<file path="src/rtl/md_unit.sv">
// md_unit: iterative multiply/divide unit with HI/LO registers for the EX stage.
// mult/multu: single-cycle product staged and released after MUL_LAT busy cycles.
// div/divu: restoring radix-2 divider on magnitudes, one quotient bit per cycle,
// followed by a one-cycle sign fixup.
// Optional build macro MD_DIV_EARLY_OUT_EN: a divide whose dividend magnitude is
// below the divisor magnitude skips the iteration and finishes in one busy cycle.
module md_unit #(
  parameter int MUL_LAT = 5,
  parameter int WIDTH   = 32
) (
  input  logic             clk,
  input  logic             reset,
  input  logic [2:0]       md_func,
  input  logic             md_sign,
  input  logic             md_valid,
  input  logic [WIDTH-1:0] src_a,
  input  logic [WIDTH-1:0] src_b,
  output logic             busy,
  output logic [WIDTH-1:0] hi,
  output logic [WIDTH-1:0] lo,
  output logic             done
);

  // Counter must hold both MUL_LAT-1 and WIDTH-1.
  localparam int CNT_MAX = (MUL_LAT > WIDTH) ? MUL_LAT : WIDTH;
  localparam int CNT_W   = $clog2(CNT_MAX) + 1;

  localparam logic [2:0] FN_MTHI = 3'd1;
  localparam logic [2:0] FN_MTLO = 3'd2;
  localparam logic [2:0] FN_MUL  = 3'd3;
  localparam logic [2:0] FN_DIV  = 3'd4;

  typedef enum logic [1:0] {
    IDLE    = 2'd0,
    MUL     = 2'd1,
    DIV     = 2'd2,
    DIV_FIX = 2'd3
  } state_t;

  state_t r_state;
  state_t w_stateNext;

  logic [CNT_W-1:0]   r_cnt;
  logic [2*WIDTH-1:0] r_prod;
  logic [WIDTH-1:0]   r_quot;
  logic [WIDTH-1:0]   r_rem;
  logic [WIDTH-1:0]   r_magB;
  logic [WIDTH-1:0]   r_hi;
  logic [WIDTH-1:0]   r_lo;
  logic               r_negQ;
  logic               r_negR;
  logic               r_done;

  logic               w_idle;
  logic               w_accMthi;
  logic               w_accMtlo;
  logic               w_accMul;
  logic               w_accDiv;
  logic [2*WIDTH-1:0] w_extA;
  logic [2*WIDTH-1:0] w_extB;
  logic [2*WIDTH-1:0] w_product;
  logic               w_negA;
  logic               w_negB;
  logic [WIDTH-1:0]   w_magA;
  logic [WIDTH-1:0]   w_magB;
  logic [WIDTH:0]     w_remShift;
  logic               w_trialOk;
  logic [WIDTH-1:0]   w_remNext;
  logic [WIDTH-1:0]   w_quotNext;
  logic               w_earlyOut;
  logic               w_mulLast;
  logic               w_divLast;
  logic [WIDTH-1:0]   w_fixLo;
  logic [WIDTH-1:0]   w_fixHi;

  // Request decode: only a valid instruction arriving while idle is taken;
  // function codes 5..7 fall through as no-ops.
  assign w_idle    = (r_state == IDLE);
  assign w_accMthi = md_valid && w_idle && (md_func == FN_MTHI);
  assign w_accMtlo = md_valid && w_idle && (md_func == FN_MTLO);
  assign w_accMul  = md_valid && w_idle && (md_func == FN_MUL);
  assign w_accDiv  = md_valid && w_idle && (md_func == FN_DIV);

  // Multiply: extending both operands to 2*WIDTH makes the truncated product
  // correct for both two's-complement and unsigned interpretations.
  assign w_extA    = md_sign ? {{WIDTH{src_a[WIDTH-1]}}, src_a} : {{WIDTH{1'b0}}, src_a};
  assign w_extB    = md_sign ? {{WIDTH{src_b[WIDTH-1]}}, src_b} : {{WIDTH{1'b0}}, src_b};
  assign w_product = w_extA * w_extB;

  // Divide operand magnitudes; the most negative value negates to itself,
  // which is the correct unsigned magnitude.
  assign w_negA = md_sign & src_a[WIDTH-1];
  assign w_negB = md_sign & src_b[WIDTH-1];
  assign w_magA = w_negA ? -src_a : src_a;
  assign w_magB = w_negB ? -src_b : src_b;

  // One restoring step: shift {rem,quot} left, subtract divisor when it fits.
  // The shifted remainder needs WIDTH+1 bits; a successful difference always
  // fits back into WIDTH bits because it is smaller than the divisor.
  assign w_remShift = {r_rem, r_quot[WIDTH-1]};
  assign w_trialOk  = (w_remShift >= {1'b0, r_magB});
  assign w_remNext  = w_trialOk ? (w_remShift[WIDTH-1:0] - r_magB) : w_remShift[WIDTH-1:0];
  assign w_quotNext = {r_quot[WIDTH-2:0], w_trialOk};

`ifdef MD_DIV_EARLY_OUT_EN
  // A zero divisor can never satisfy this, so divide by zero still iterates.
  assign w_earlyOut = (w_magA < w_magB);
`else
  assign w_earlyOut = 1'b0;
`endif

  assign w_mulLast = (r_state == MUL) && (r_cnt == '0);
  assign w_divLast = (r_state == DIV_FIX);

  // Sign fixup: quotient negative when operand signs differ, remainder takes
  // the dividend's sign.
  assign w_fixLo = r_negQ ? -r_quot : r_quot;
  assign w_fixHi = r_negR ? -r_rem : r_rem;

  // State register.
  always_ff @(posedge clk or posedge reset) begin
    if (reset) begin
      r_state <= IDLE;
    end else begin
      r_state <= w_stateNext;
    end
  end

  // Next-state logic: mul waits out its latency, div iterates then fixes signs.
  always_comb begin
    w_stateNext = r_state;
    case (r_state)
      IDLE: begin
        if (w_accMul) begin
          w_stateNext = MUL;
        end else if (w_accDiv) begin
          w_stateNext = w_earlyOut ? DIV_FIX : DIV;
        end
      end
      MUL: begin
        if (r_cnt == '0) begin
          w_stateNext = IDLE;
        end
      end
      DIV: begin
        if (r_cnt == '0) begin
          w_stateNext = DIV_FIX;
        end
      end
      DIV_FIX: begin
        w_stateNext = IDLE;
      end
      default: begin
        w_stateNext = IDLE;
      end
    endcase
  end

  // Step counter: loaded at accept, counts down to the final mul/div cycle.
  always_ff @(posedge clk or posedge reset) begin
    if (reset) begin
      r_cnt <= '0;
    end else if (w_accMul) begin
      r_cnt <= CNT_W'(MUL_LAT - 1);
    end else if (w_accDiv) begin
      r_cnt <= CNT_W'(WIDTH - 1);
    end else if (((r_state == MUL) || (r_state == DIV)) && (r_cnt != '0)) begin
      r_cnt <= r_cnt - CNT_W'(1);
    end
  end

  // Working registers: staged product, divider remainder/quotient and signs.
  always_ff @(posedge clk or posedge reset) begin
    if (reset) begin
      r_prod <= '0;
      r_quot <= '0;
      r_rem  <= '0;
      r_magB <= '0;
      r_negQ <= 1'b0;
      r_negR <= 1'b0;
    end else begin
      case (r_state)
        IDLE: begin
          if (w_accMul) begin
            r_prod <= w_product;
          end
          if (w_accDiv) begin
            r_magB <= w_magB;
            r_negQ <= w_negA ^ w_negB;
            r_negR <= w_negA;
            if (w_earlyOut) begin
              r_quot <= '0;
              r_rem  <= w_magA;
            end else begin
              r_quot <= w_magA;
              r_rem  <= '0;
            end
          end
        end
        DIV: begin
          r_quot <= w_quotNext;
          r_rem  <= w_remNext;
        end
        default: begin
        end
      endcase
    end
  end

  // Architectural HI/LO: written by mthi/mtlo at accept, or by a finishing
  // mul/div; otherwise held so they stay stable through the busy window.
  always_ff @(posedge clk or posedge reset) begin
    if (reset) begin
      r_hi <= '0;
      r_lo <= '0;
    end else begin
      if (w_accMthi) begin
        r_hi <= src_a;
      end
      if (w_accMtlo) begin
        r_lo <= src_a;
      end
      if (w_mulLast) begin
        r_hi <= r_prod[2*WIDTH-1:WIDTH];
        r_lo <= r_prod[WIDTH-1:0];
      end
      if (w_divLast) begin
        r_hi <= w_fixHi;
        r_lo <= w_fixLo;
      end
    end
  end

  // Completion pulse, high in the first cycle the new HI/LO are visible.
  always_ff @(posedge clk or posedge reset) begin
    if (reset) begin
      r_done <= 1'b0;
    end else begin
      r_done <= w_mulLast | w_divLast;
    end
  end

  assign busy = (r_state != IDLE);
  assign hi   = r_hi;
  assign lo   = r_lo;
  assign done = r_done;

endmodule
</file>
<file path="config.mk">
export PLATFORM = sky130hd
export DESIGN_NAME = md_unit
export DESIGN_NICKNAME = d
export VERILOG_FILES = /design/src/rtl/md_unit.sv
export SDC_FILE = /design/constraint.sdc
export NUM_CORES = 2
export LEC_CHECK = 0
export CORE_UTILIZATION = 54
export DETAILED_ROUTE_END_ITERATION = 8
export PLACE_DENSITY = 0.71
export SLEW_MARGIN = 20
export SYNTH_ARGS = -nofsm -noshare
export SYNTH_HDL_FRONTEND = slang
export SYNTH_SLANG_ARGS = --single-unit
</file>
<file path="constraint.sdc">
create_clock -name clk -period 9.7 [get_ports clk]
set_input_delay 1.94 -clock clk [delete_from_list [all_inputs] [get_ports clk]]
set_output_delay 1.94 -clock clk [all_outputs]
set_load 0.02 [all_outputs]
</file>
==> results_dict.tcl <==
set metrics [dict create \
    outcome "complete, but fails checks" \
    violations "negative setup slack" \
    clkTransAtPathRegs_ns 0.07 \
    r2r_end "r_rem[3]" \
    drive_gt1_frac 0.147 \
    r2r_slack_ns 5.54 \
    initial_core_util 0.548 \
    first_global_vias 54670 \
    fin_ws_ns -0.0176 \
    met2WireLength_um 101000 \
    slowest_stage "fa_2" \
    cts_buffers 26 \
    hold_path_class "register to register" \
    grt_first_pass_wirelength_um 339000 \
    synth_flop_cell "dfrtp_1" \
    r2r_cells 10 \
    crit_cells 29 \
    detail-route-antenna-nets 0 \
    rows 124 \
    pre_cts_ws_ns -1.41 \
    place_hpwl_um 181000 \
    clk_latency_ns 0.56 \
    core_um2 115000 \
    worst_path_most_repeated_cell "fa_1" \
    overflow 0 \
    crit_family "adder cells" \
    finalWirelength_um 225000 \
    post-route-drc-count 0 \
    cpPeakStageDelay_ns 0.68 \
    hold_depth 2 \
    cp_data_arrival_time_ns 10.18 \
    ys_seq_area_frac 0.0933 \
    cts_tree "done" \
    cts_max_path_buffers 3 \
    routed-wl-met3_um 23200 \
    ctsHoldBuffers 0 \
    wire_per_inst_um 24.8 \
    path_buf_inv 8 \
    rsz0062_at_grt "yes" \
    clock-sinks 235 \
    synth_edf_count 0 \
    fin_crit_ns 9.72 \
    tightest_slew_ns 1.06 \
    grt_max_degree 109 \
    routed.top_layer "met5" \
    maxCapViolations 0 \
    drtIter0Drc 4094 \
    fp.dieArea_um2 118000 \
    ys_seq_elements 235 \
    die_y_um 344 \
    numPortBuffers 136 \
    synth_cell_types 85 \
    r2r-start "r_state[0]" \
    grt_usage 0.392 \
    dr_total_vias 51186 \
    clock_skew_ns 0.00896 \
    gp_congestion 1.01 \
    synth_nets 8819 \
    routed_via_density 5.62 \
    synth_warnings 0 \
    dieWidth_um 344 \
    fin_crit_sh 1.00 \
    path_class "primary input to register" \
    slew_viol_final 0 \
    slew_headroom 0.295 \
    async_reset_ff_frac 1.00 \
    whs_ns 0.478 \
    syn-instance-count 6976 \
    syn_to_final_growth_pct 17.6 \
    final_nets 9403 \
    htreeDepth 1 \
    root_buffer "clkbuf_16" \
    fin_setup_tns_ns -0.0212 \
    final-setup-viol-count 2 \
    drtPass1Iterations 6 \
    cp_max_fo 5 \
    finalHoldViolCount 0 \
    crit_start "src_a[31]" \
    fmax_ghz 0.103 \
    utilization 0.645 \
    antenna_found_initial 23 \
    syn_avg_cell_area_um2 9.03 \
    syn_area_um2 63000 \
    worstSetupEndpoint "r_prod[61]" \
    crit_required_ns 10.17 \
    worst_setup_path_start_kind "primary input" \
    wl_met1_um 86200 \
    worstSetupEndpointType "register" \
    io_pins 137 \
]
==> worst min-delay path by stage <==
stage / slack [ns] / endpoint / from
after global routing: 0.49 / r_magB[10] / r_magB[10]
after CTS: 0.48 / lo[28] / lo[28]
after detailed placement: 0.47 / lo[28] / lo[28]
after global placement: 0.46 / r_magB[24] / r_magB[24]
final: 0.48 / hi[15] / hi[15]
after floorplan: 0.44 / r_prod[62] / r_prod[62]
==> flip-flops by register name, summed over array words and instances (netlist names) <==
register and cells:
r_prod 64, r_negQ 1, r_rem 32, r_magB 32, r_cnt 6, r_negR 1, r_state 2, lo 32
done 1, hi 32, r_quot 32
==> worst min-delay path: cells and delay by family (launching register included) <==
kind | cells | cell delay, ns
DFF | 1 | 0.34
and+or+nand+nor | 1 | 0.04
AOI/OAI and AO/OA | 1 | 0.06
==> metrics by stage <==
stage          cells  area (um^2)
2_1_floorplan   6976        63200
3_3_place_gp    8979        71300
3_5_place_dp    8979        71300
4_1_cts         9069        73400
5_1_grt         9093        74100
6_report        9103        74100
==> kinds of logic (layout without fill, tap and decap cells) <==
| logic type | after synthesis | after routing | synth area share |
|---|---|---|---|
| AO/OA/AOI/OAI | 879 | 879 | 0.0861 |
| XOR/XNOR | 247 | 247 | 0.0348 |
| adder cells (fa/ha/maj) | 1773 | 1773 | 0.520 |
| buffers and inverters | 1966 | 2570 | 0.117 |
| flip-flops | 235 | 235 | 0.0933 |
| multiplexers | 13 | 13 | 0.00215 |
| other | 0 | 11 | 0 |
| AND/OR/NAND/NOR | 1863 | 1863 | 0.146 |
==> layout make-up <==
cell class	count	area (um^2)
antenna	11	27.5
clock buffer	32	744
clock inverter	16	254
fill	9593	40900
inverter	1581	5950
multi-input combinational	4775	50500
sequential	235	5880
tap	1512	1890
timing repair buffer	941	8890
==> placed cells by master, fill, tap and decap left out, types with 43 or more instances in the layout <==
| cell | instances |
|---|---|
| buf_4 | 691 |
| a21o_1 | 91 |
| inv_1 | 1554 |
| clkdlybuf4s50_1 | 77 |
| xnor2_1 | 169 |
| o21ai_0 | 212 |
| ha_1 | 342 |
| and2_1 | 612 |
| xor2_1 | 74 |
| nor2_1 | 168 |
| nand2_1 | 801 |
| dfrtp_1 | 235 |
| nor3_1 | 43 |
| a21oi_1 | 256 |
| o31ai_1 | 52 |
| fa_1 | 1371 |
| buf_12 | 82 |
==> per-layer routing <==
layer / track usage / vias up
met4: 0.210 / 22
met2: 0.613 / 2399
met1: 0.504 / 26072
li1: - / 22088
met3: 0.0970 / 605
met5: 0 / -
==> timing repair <==
item                                   CTS  global route
endpoints found under the hold margin    0             0
resized for setup                      152           189
pin swaps                               28           130
setup endpoints to repair               32            31
buffers inserted                        20            21
cloned                                  22             2
==> Yosys cell counts, drive strengths merged, types with 45 or more instances <==
cell type  instances  share of area
xor2              74          0.010
o31ai             57         0.0068
xnor2            171          0.024
buf               51         0.0032
inv             1579          0.094
o21ai            258          0.021
ha               359          0.071
nand2            814          0.049
fa              1413           0.45
nor3              45         0.0038
and2             619          0.061
a21oi            276          0.022
a21o              91          0.011
nor2             176          0.011
clkbuf           334          0.020
dfrtp            235          0.093
Power is not shown: default switching activity piles up to over one toggle a cycle in this logic, so the estimate is an artifact.
